$ cat config.mk
export PLATFORM = sky130hd
export DESIGN_NAME = bootrom_arbiter
export DESIGN_NICKNAME = d
export VERILOG_FILES = /design/src/rtl/bootrom_arbiter_pkg.sv /design/src/rtl/bootrom_rr_pick.sv /design/src/rtl/bootrom_arbiter.sv
export SDC_FILE = /design/constraint.sdc
export NUM_CORES = 1
export LEC_CHECK = 0
export CORE_UTILIZATION = 30
export DETAILED_ROUTE_END_ITERATION = 7
export PLACE_DENSITY = 0.72
export RECOVER_POWER = 25
export SLEW_MARGIN = 30
export SYNTH_ARGS = -nofsm -noshare
export SYNTH_HDL_FRONTEND = slang
export SYNTH_SLANG_ARGS = --single-unit
$ cat constraint.sdc
create_clock -name clk -period 2.55 [get_ports clk]
set_clock_uncertainty 0.2 [all_clocks]
set_input_delay 0.3825 -clock clk [delete_from_list [all_inputs] [get_ports clk]]
set_output_delay 0.3825 -clock clk [all_outputs]
set_load 0.02 [all_outputs]
$ cat src/rtl/bootrom_arbiter_pkg.sv
`default_nettype none
// ============================================================================
// bootrom_arbiter_pkg : shared types and defaults for the boot ROM arbiter
// Revision 1.0
// ============================================================================
package bootrom_arbiter_pkg;

    typedef enum logic [2:0] {
        ST_IDLE   = 3'd0,
        ST_SETUP  = 3'd1,
        ST_ACCESS = 3'd2,
        ST_DONE   = 3'd3,
        ST_REJECT = 3'd4
    } state_t;

    typedef enum logic {
        SEL_A = 1'b0,
        SEL_B = 1'b1
    } sel_t;

    localparam int PROT_LIMIT_DEFAULT = 8;

    // A limit above the address space protects everything; zero protects nothing.
    function automatic logic is_protected(input int unsigned addr, input int unsigned limit);
        return addr < limit;
    endfunction

endpackage
`default_nettype wire

$ cat src/rtl/bootrom_rr_pick.sv
`default_nettype none
// ============================================================================
// bootrom_rr_pick : 2-way round-robin picker, favours the port not granted last
// Revision 1.0
// ============================================================================
module bootrom_rr_pick
    import bootrom_arbiter_pkg::*;
(
    input  logic req_a_i,
    input  logic req_b_i,
    input  sel_t last_grant_i,
    output sel_t grant_o,
    output logic valid_o
);

    always_comb begin
        valid_o = req_a_i | req_b_i;
        if (req_a_i && req_b_i) begin
            grant_o = (last_grant_i == SEL_A) ? SEL_B : SEL_A;
        end else if (req_b_i) begin
            grant_o = SEL_B;
        end else begin
            grant_o = SEL_A;
        end
    end

endmodule
`default_nettype wire

$ cat src/rtl/bootrom_arbiter.sv
`default_nettype none
// ============================================================================
// bootrom_arbiter : shares the boot ROM / patch store between ports A and B
// Revision 1.0
// ============================================================================
module bootrom_arbiter
    import bootrom_arbiter_pkg::*;
#(
    parameter int PROT_LIMIT = PROT_LIMIT_DEFAULT,
    parameter int AW         = 4,
    parameter int DW         = 16
) (
    input  logic          clk,
    input  logic          rst,
    input  logic          a_req_i,
    input  logic          a_we_i,
    input  logic [AW-1:0] a_addr_i,
    input  logic [DW-1:0] a_din_i,
    output logic          a_ack_o,
    output logic          a_err_o,
    output logic [DW-1:0] a_dout_o,
    input  logic          b_req_i,
    input  logic          b_we_i,
    input  logic [AW-1:0] b_addr_i,
    input  logic [DW-1:0] b_din_i,
    output logic          b_ack_o,
    output logic          b_err_o,
    output logic [DW-1:0] b_dout_o,
    output logic          rom_cs_o,
    output logic          rom_we_o,
    output logic [AW-1:0] rom_addr_o,
    output logic [DW-1:0] rom_din_o,
    input  logic [DW-1:0] rom_dout_i
);

    state_t        state_q;
    sel_t          sel_q;
    sel_t          last_grant_q;
    sel_t          w_grant;
    logic          w_valid;
    logic          w_we;
    logic          w_prot;
    logic [AW-1:0] w_addr;
    logic [DW-1:0] w_din;

    logic          cmd_we_q;
    logic [AW-1:0] cmd_addr_q;
    logic [DW-1:0] cmd_din_q;

    logic          a_ack_q, a_err_q, b_ack_q, b_err_q;
    logic [DW-1:0] a_dout_q, b_dout_q;

    logic          rom_cs_d, rom_we_d;
    logic          rom_cs_q, rom_we_q;
    logic [AW-1:0] rom_addr_q;
    logic [DW-1:0] rom_din_q;

    bootrom_rr_pick u_pick (
        .req_a_i      (a_req_i),
        .req_b_i      (b_req_i),
        .last_grant_i (last_grant_q),
        .grant_o      (w_grant),
        .valid_o      (w_valid)
    );

    always_comb begin
        w_we   = (w_grant == SEL_B) ? b_we_i   : a_we_i;
        w_addr = (w_grant == SEL_B) ? b_addr_i : a_addr_i;
        w_din  = (w_grant == SEL_B) ? b_din_i  : a_din_i;
        w_prot = is_protected(32'(w_addr), unsigned'(PROT_LIMIT));
    end

    always_ff @(posedge clk or posedge rst) begin
        if (rst) begin
            state_q      <= ST_IDLE;
            sel_q        <= SEL_A;
            last_grant_q <= SEL_B;
            cmd_we_q     <= 1'b0;
            cmd_addr_q   <= '0;
            cmd_din_q    <= '0;
            a_ack_q      <= 1'b0;
            a_err_q      <= 1'b0;
            b_ack_q      <= 1'b0;
            b_err_q      <= 1'b0;
            a_dout_q     <= '0;
            b_dout_q     <= '0;
        end else begin
            a_ack_q <= 1'b0;
            a_err_q <= 1'b0;
            b_ack_q <= 1'b0;
            b_err_q <= 1'b0;
            case (state_q)
                ST_IDLE: begin
                    if (w_valid) begin
                        sel_q        <= w_grant;
                        last_grant_q <= w_grant;
                        cmd_we_q     <= w_we;
                        cmd_addr_q   <= w_addr;
                        cmd_din_q    <= w_din;
                        state_q      <= (w_we && w_prot) ? ST_REJECT : ST_SETUP;
                    end
                end
                ST_SETUP: state_q <= ST_ACCESS;
                ST_ACCESS: begin
                    if (!cmd_we_q) begin
                        if (sel_q == SEL_B) b_dout_q <= rom_dout_i;
                        else                a_dout_q <= rom_dout_i;
                    end
                    state_q <= ST_DONE;
                end
                ST_DONE: begin
                    if (sel_q == SEL_B) b_ack_q <= 1'b1;
                    else                a_ack_q <= 1'b1;
                    state_q <= ST_IDLE;
                end
                ST_REJECT: begin
                    if (sel_q == SEL_B) begin
                        b_ack_q <= 1'b1;
                        b_err_q <= 1'b1;
                    end else begin
                        a_ack_q <= 1'b1;
                        a_err_q <= 1'b1;
                    end
                    state_q <= ST_IDLE;
                end
                default: state_q <= ST_IDLE;
            endcase
        end
    end

    // ROM controls move only while clk is low, so the gated write clock sees one clean edge.
    always_comb begin
        rom_cs_d = (state_q == ST_SETUP) || (state_q == ST_ACCESS);
        rom_we_d = (state_q == ST_SETUP) && cmd_we_q;
    end

    always_ff @(negedge clk or posedge rst) begin
        if (rst) begin
            rom_cs_q   <= 1'b0;
            rom_we_q   <= 1'b0;
            rom_addr_q <= '0;
            rom_din_q  <= '0;
        end else begin
            rom_cs_q   <= rom_cs_d;
            rom_we_q   <= rom_we_d;
            rom_addr_q <= cmd_addr_q;
            rom_din_q  <= cmd_din_q;
        end
    end

    assign a_ack_o    = a_ack_q;
    assign a_err_o    = a_err_q;
    assign a_dout_o   = a_dout_q;
    assign b_ack_o    = b_ack_q;
    assign b_err_o    = b_err_q;
    assign b_dout_o   = b_dout_q;
    assign rom_cs_o   = rom_cs_q;
    assign rom_we_o   = rom_we_q;
    assign rom_addr_o = rom_addr_q;
    assign rom_din_o  = rom_din_q;

endmodule
`default_nettype wire
# After elaboration in Yosys (flattened, before gate mapping)
# Index checks and enable logic that the tools add are counted.
dict set report totals {
  mem_bits_ro 0
  mem_count 0
  latchBits 0
  ram_bits 0
  input_bits 62
  output_inout_bits 58
  regBits 84
}
dict set report classes {
  eq_ne 5
  magnitude_cmp 1
  bitwise 3
  muxes 15
  shift 0
  reduce_logical 9
  div 0
  multipliers 0
  n_addsub 0
}
# operator count
set op_table {}
lappend op_table {{16-bit 2-to-1 mux} 1}
lappend op_table {{1-bit 2-to-1 mux} 10}
lappend op_table {{3-bit one-hot mux with 3 select lines} 1}
lappend op_table {{3-bit by 2-bit == test with 1-bit output, second input constant} 2}
lappend op_table {{3-bit 2-to-1 mux} 2}
lappend op_table {{3-bit AND reduction} 2}
lappend op_table {{4-bit less-than comparator, second input constant} 1}
lappend op_table {{4-bit 2-to-1 mux} 1}
lappend op_table {{3-bit by 1-bit == test with 1-bit output, second input constant} 1}
lappend op_table {{3-bit == test, second input constant} 1}
lappend op_table {{1-bit logical AND} 3}
lappend op_table {{3-bit logical NOT} 1}
lappend op_table {{2-bit by 1-bit != test with 1-bit output, second input constant} 1}
lappend op_table {{1-bit NOT} 2}
lappend op_table {{2-bit AND reduction} 1}
lappend op_table {{2-bit OR reduction} 1}
lappend op_table {{1-bit logical OR} 1}
lappend op_table {{1-bit OR} 1}

# Longest topological paths before layout
# Gate-level depths: netlist (run 1).
dict set report logic_depth {
  word_depth 8
  mapped_depth 6
}

# By module
# From an unflattened synthesis (run 1), not the netlist that was laid out.
dict set report unflattened {
  hier_cells 220
  area_unflattened_um2 3171.8
}
# module seq_area_each_um2 area_per_inst_um2 cells_each n_inst
set modules_own_cells {}
lappend modules_own_cells {bootrom_arbiter 2103.3 3158.0 218 1}
lappend modules_own_cells {bootrom_rr_pick 0.0 13.8 2 1}

==> reports/results.ini, run 1 <==
[run_status]
status=finished with violations
violations=negative setup slack

[power]
swShare_pct=33.4
p_sw_uw=1970
p_comb_share_pct=45.1
powerDensity_mw_per_mm2=1220
p_int_uw=3920
vdd_drop_max_mv=0.579
power_frac_clock_pct=14.7
sequentialPowerShare_pct=40.2
p_leak_uw=0.00201

[timing]
slew_headroom_pct=20.0
setup_viol=22
tightest_slew_ps=1200
worst_slack_ps=-184
hold_viol=0
rsz0062_at_grt=true
finalSetupTns_ps=-3510
slew_viol_final=0

[route]
first_iter_violations=38
highest_layer=met4
wl_per_cell_um=13.7
drcViolationCount=0
via_count=2064
wl_met3_um=447
drt-pass1-iter-count=3
viasPerCell=4.40
detail-route-antenna-nets=0
wirelength_um=6440
met2WireLength_um=3180
wl_met1_um=2700

[global_routing]
grt_antenna_before_repair=0
grt-ovfl-total=0
grt_use_total_pct=12.6
grt_pass1_wl_um=10900
grt_max_degree=33
grt_pass1_vias=2217

[placement]
place_area_sq_mm=0.00464
dp.final_hpwl_um=4650
place_ws_ps=-308
numPortBuffers=119
gp_congestion=0.677
dp.cells=453

[clocking]
cts-root-buf=clkbuf_8
cts_setup_buffers=0
insertion_delay_ps=340
clockBufferDepth=2
cts.clk_slew.worst_paths_ps=70
cts_inserted_buffers=9
cts_tree=done
clock-sinks=84
htree_levels=3

[critical_path]
critPathMaxStageDelay_ps=420
cp.required_ps=1970
cp_cell_sequence=buf_6
startpoint_type=register
crit_slowest_cell=dfrtn_1
path_class=register to primary output
crit_path_end_kind=primary output
cp.arrival_ps=2150
crit_buf_inv=1
crit_family=flip-flops
cp_max_fo=1

[worst_hold_path]
worstHoldPathType=register to register

[floorplan]
rows=37
placeableCoreArea_sq_mm=0.0104
initial_core_util_pct=31.0
die_h_um=105
die_area_sq_mm=0.0111
die_x_um=105
ios=120

[finish]
final_cells=469
final_common_cell=clkdlybuf4s50_1
drive_above_1_share_pct=38.1
utilization_pct=46.6
area_growth_pct=50.3
n_fill_cell=943
num-nets-final=390
stdcell_area_sq_mm=0.00483
diodes=0
most-common-layout-cells=clkdlybuf4s50_1, mux2_2, dfrtp_1, buf_6, dfrtn_1

[yosys]
synth_seq_cells=84
synth_top_area_share_pct=47.5
avgSynthCellArea_sq_um=16.6
yosysSeqAreaShare_pct=65.5
ys_types=30
yosysWarnings=0
synth_nets=255
yosys-top-cells-area=dfrtp_1, mux2_2, dfrtn_1
syn_inst=193
synth_top_area_cell=dfrtp_1
syn_area_sq_mm=0.00321

[flow_run]
maxCapViolations=0

[logic make-up after synthesis]
family,share of synthesized area [%]
AO/OA/AOI/OAI,2.53
buffers and inverters,2.30
flip-flops,65.5
multiplexers,25.9
AND/OR/NAND/NOR,3.78
[cells in the mapped netlist (all sizes together)]
library cell	instances
a21oi	4
a22o	1
o21ba	1
and3b	1
dfstp	1
o32ai	1
inv	1
and2b	1
nor2	2
nor3b	1
nand3b	1
nand2	3
a31oi	1
mux2	74
nor4b	1
o21ai	1
buf	8
dfrtp	61
nor3	2
a21boi	2
or2b	2
dfrtn	22
and3	1
[what timing repair did]
action	in CTS	in global routing
endpoints found under the setup margin	22	22
hold endpoints to repair	0	0
gates cloned	0	0
hold buffers	0	0
resized for setup	131	1
[sequential cells by signal, indices dropped and copies added, names as in the netlist]
name,cells
rom_cs_o,1
rom_we_o,1
rom_addr_o,4
rom_din_o,16
b_ack_o,1
a_err_o,1
sel_q,1
b_err_o,1
cmd_din_q,16
cmd_addr_q,4
last_grant_q,1
state_q,3
a_dout_o,16
b_dout_o,16
a_ack_o,1
cmd_we_q,1
[power groups by stage]
stage / Sequential, uW / Combinational, uW / Clock [uW]
4_1_cts: 2370 / 2710 / 909
5_1_grt: 2460 / 2820 / 969
3_5_place_dp: 2350 / 2670 / 0
2_1_floorplan: 2880 / 894 / 0
3_3_place_gp: 2330 / 2630 / 0
6_report: 2370 / 2660 / 865
[through the flow]
step | power, uW | hold WS [ps]
floorplan | 3780 | 252
global placement | 4960 | 286
detailed placement | 5020 | 292
CTS | 5990 | 229
global route | 6250 | 321
finish | 5890 | 304
[final cells by class]
cell class | count | area, sq um | share of cell area (%)
timing repair buffer | 132 | 1340 | 27.6
sequential | 84 | 2100 | 43.5
tap | 136 | 170 | 3.52
clock buffer | 13 | 160 | 3.32
clock inverter | 3 | 20.0 | 0.415
inverter | 1 | 5.00 | 0.104
multi-input combinational | 100 | 1040 | 21.5
[final timing paths]
check | startpoint | to | slack [ps] | cells after the start
setup / recovery | rom_we_o$_DFF_NP0_ | rom_we_o | -180 | 1
hold / removal | cmd_din_q[13]$_DFFE_PP0P_ | cmd_din_q[13]$_DFFE_PP0P_ | 300 | 1
setup reg to reg | state_q[0]$_DFFE_PP0P_ | rom_we_o$_DFF_NP0_ | 160 | 3
hold reg to reg | cmd_din_q[13]$_DFFE_PP0P_ | cmd_din_q[13]$_DFFE_PP0P_ | 300 | 1
max in group asynchronous | rst | rom_din_o[6]$_DFF_NP0_ | 350 | 3
min in group asynchronous | rst | a_dout_o[7]$_DFFE_PP0P_ | 400 | 3
[routing by layer]
layer	GRT usage [%]	up-vias
li1	-	950
met1	15.5	1022
met2	20.8	81
met3	3.71	11
met4	5.06	0
met5	0	-
Power figures use the tool's default switching activity.
==> run 2: changes to the inputs <==
--- a/config.mk
+++ b/config.mk
@@ -7,7 +7,7 @@
 export LEC_CHECK = 0
 export CORE_UTILIZATION = 30
 export DETAILED_ROUTE_END_ITERATION = 7
-export PLACE_DENSITY = 0.72
+export PLACE_DENSITY = 0.7
 export RECOVER_POWER = 25
 export SLEW_MARGIN = 30
 export SYNTH_ARGS = -nofsm -noshare
==> constraint.sdc (replaced) <==
create_clock -name clk -period 2.9 [get_ports clk]
set_clock_uncertainty 0.2 [all_clocks]
set_input_delay 0.435 -clock clk [delete_from_list [all_inputs] [get_ports clk]]
set_output_delay 0.435 -clock clk [all_outputs]
set_load 0.02 [all_outputs]
==> reports/results.ini, run 2 (synthesis gave the netlist of run 1 again) <==
[clocking]
cts_tree=done
clockBufferDepth=2
insertion_delay_ps=350
cts_setup_buffers=0
cts_inserted_buffers=9
cts_resized=132
cts-root-buf=clkbuf_8
cts.clk_slew.worst_paths_ps=80
cts.hold.buffers_added=0
htree_levels=3
clock-sinks=84

[route]
wl_per_cell_um=14.1
wirelength_um=6520
viasPerCell=4.42
drt-pass1-iter-count=4
first_iter_violations=40
detail-route-antenna-nets=0
via_count=2044
drcViolationCount=0

[global_routing]
grt_use_total_pct=12.6
grt_pass1_vias=2237
grt_max_degree=45
grt_pass1_wl_um=10900
grt-ovfl-total=0
grt_antenna_before_repair=0

[power]
vdd_drop_max_mv=0.491
p_leak_uw=0.00200
powerDensity_mw_per_mm2=1080
design_power_total_uw=5170

[timing]
rsz0062_at_grt=true
setup_viol=22
tightest_slew_ps=715
whs_ps=311
worst_slack_ps=-60.6
finalSetupTns_ps=-1020
slew_viol_final=0
hold_viol=0
slew_headroom_pct=52.3

[placement]
gp_congestion=0.701
numPortBuffers=119
place_area_sq_mm=0.00457
dp.final_hpwl_um=4520
dp.cells=446

[finish]
diodes=0
drive_above_1_share_pct=38.7
num-nets-final=383
final_common_cell=clkdlybuf4s50_1
n_fill_cell=964
most-common-layout-cells=clkdlybuf4s50_1, mux2_2, dfrtp_1, buf_6, dfrtn_1
area_growth_pct=48.4
stdcell_area_sq_mm=0.00477
final_cells=462

[critical_path]
crit_slowest_cell=dfrtn_1
path_class=register to primary output
startpoint_type=register
critPathMaxStageDelay_ps=420
cp.arrival_ps=2330
crit_family=flip-flops
crit_buf_inv=1
cp_max_fo=1
cp.required_ps=2270
cp_cell_sequence=buf_6
crit_path_end_kind=primary output

[run_status]
violations=negative setup slack
status=finished with violations

[floorplan]
die_x_um=105
rows=37
initial_core_util_pct=31.0
ios=120
placeableCoreArea_sq_mm=0.0104
die_h_um=105
die_area_sq_mm=0.0111

[flow_run]
maxCapViolations=0

[worst_hold_path]
worstHoldPathType=register to register

-- run 2: cell count changes in the layout (fill, tap and decap cells not counted), sizes merged --
| cell | previous run | this run |
|---|---|---|
| clkbuf | 18 | 13 |
| inv | 0 | 5 |
| buf | 30 | 25 |
| clkinvlp | 3 | 1 |
-- run 2: layer usage --
layer	vias up	track usage, %	part of all wire [%]
met3	10	4.51	7.8
met4	0	5.36	1.4
met2	78	20.9	48
li1	936	-	-
met1	1020	14.6	42
met5	-	0	0
-- run 2: area by class of cell --
type / count / area [sq um] / area share [%]
sequential: 84 / 2100 / 44.1
inverter: 1 / 5.00 / 0.105
multi-input combinational: 100 / 1040 / 21.7
clock buffer: 10 / 138 / 2.89
timing repair buffer: 125 / 1270 / 26.6
clock inverter: 6 / 50.0 / 1.05
tap: 136 / 170 / 3.57
-- run 2: path summary, 6_finish.rpt --
path | endpoint | from | slack, ps | cells after the start
setup / recovery | rom_cs_o | rom_cs_o$_DFF_NP0_ | -60 | 1
hold / removal | a_dout_o[14]$_DFFE_PP0P_ | a_dout_o[14]$_DFFE_PP0P_ | 310 | 1
setup reg to reg | rom_cs_o$_DFF_NP0_ | state_q[1]$_DFFE_PP0P_ | 270 | 2
hold reg to reg | a_dout_o[14]$_DFFE_PP0P_ | a_dout_o[14]$_DFFE_PP0P_ | 310 | 1
max in group asynchronous | rom_din_o[14]$_DFF_NP0_ | rst | 190 | 3
min in group asynchronous | cmd_din_q[8]$_DFFE_PP0P_ | rst | 410 | 3
-- run 2: stage by stage --
| stage | setup WS [ps] | util, % |
|---|---|---|
| floorplan | -57.4 | - |
| CTS | -88.6 | 46.1 |
| finish | -60.6 | 46.0 |
| detailed placement | -171 | 44.0 |
| global route | -103 | 46.0 |
| global placement | -169 | 44.0 |
-- run 2: where the power goes --
| part | total [uW] | internal (uW) | switching [uW] |
|---|---|---|---|
| combinational | 2290 | 1290 | 999 |
| sequential | 2080 | 1770 | 317 |
| clock | 796 | 349 | 447 |
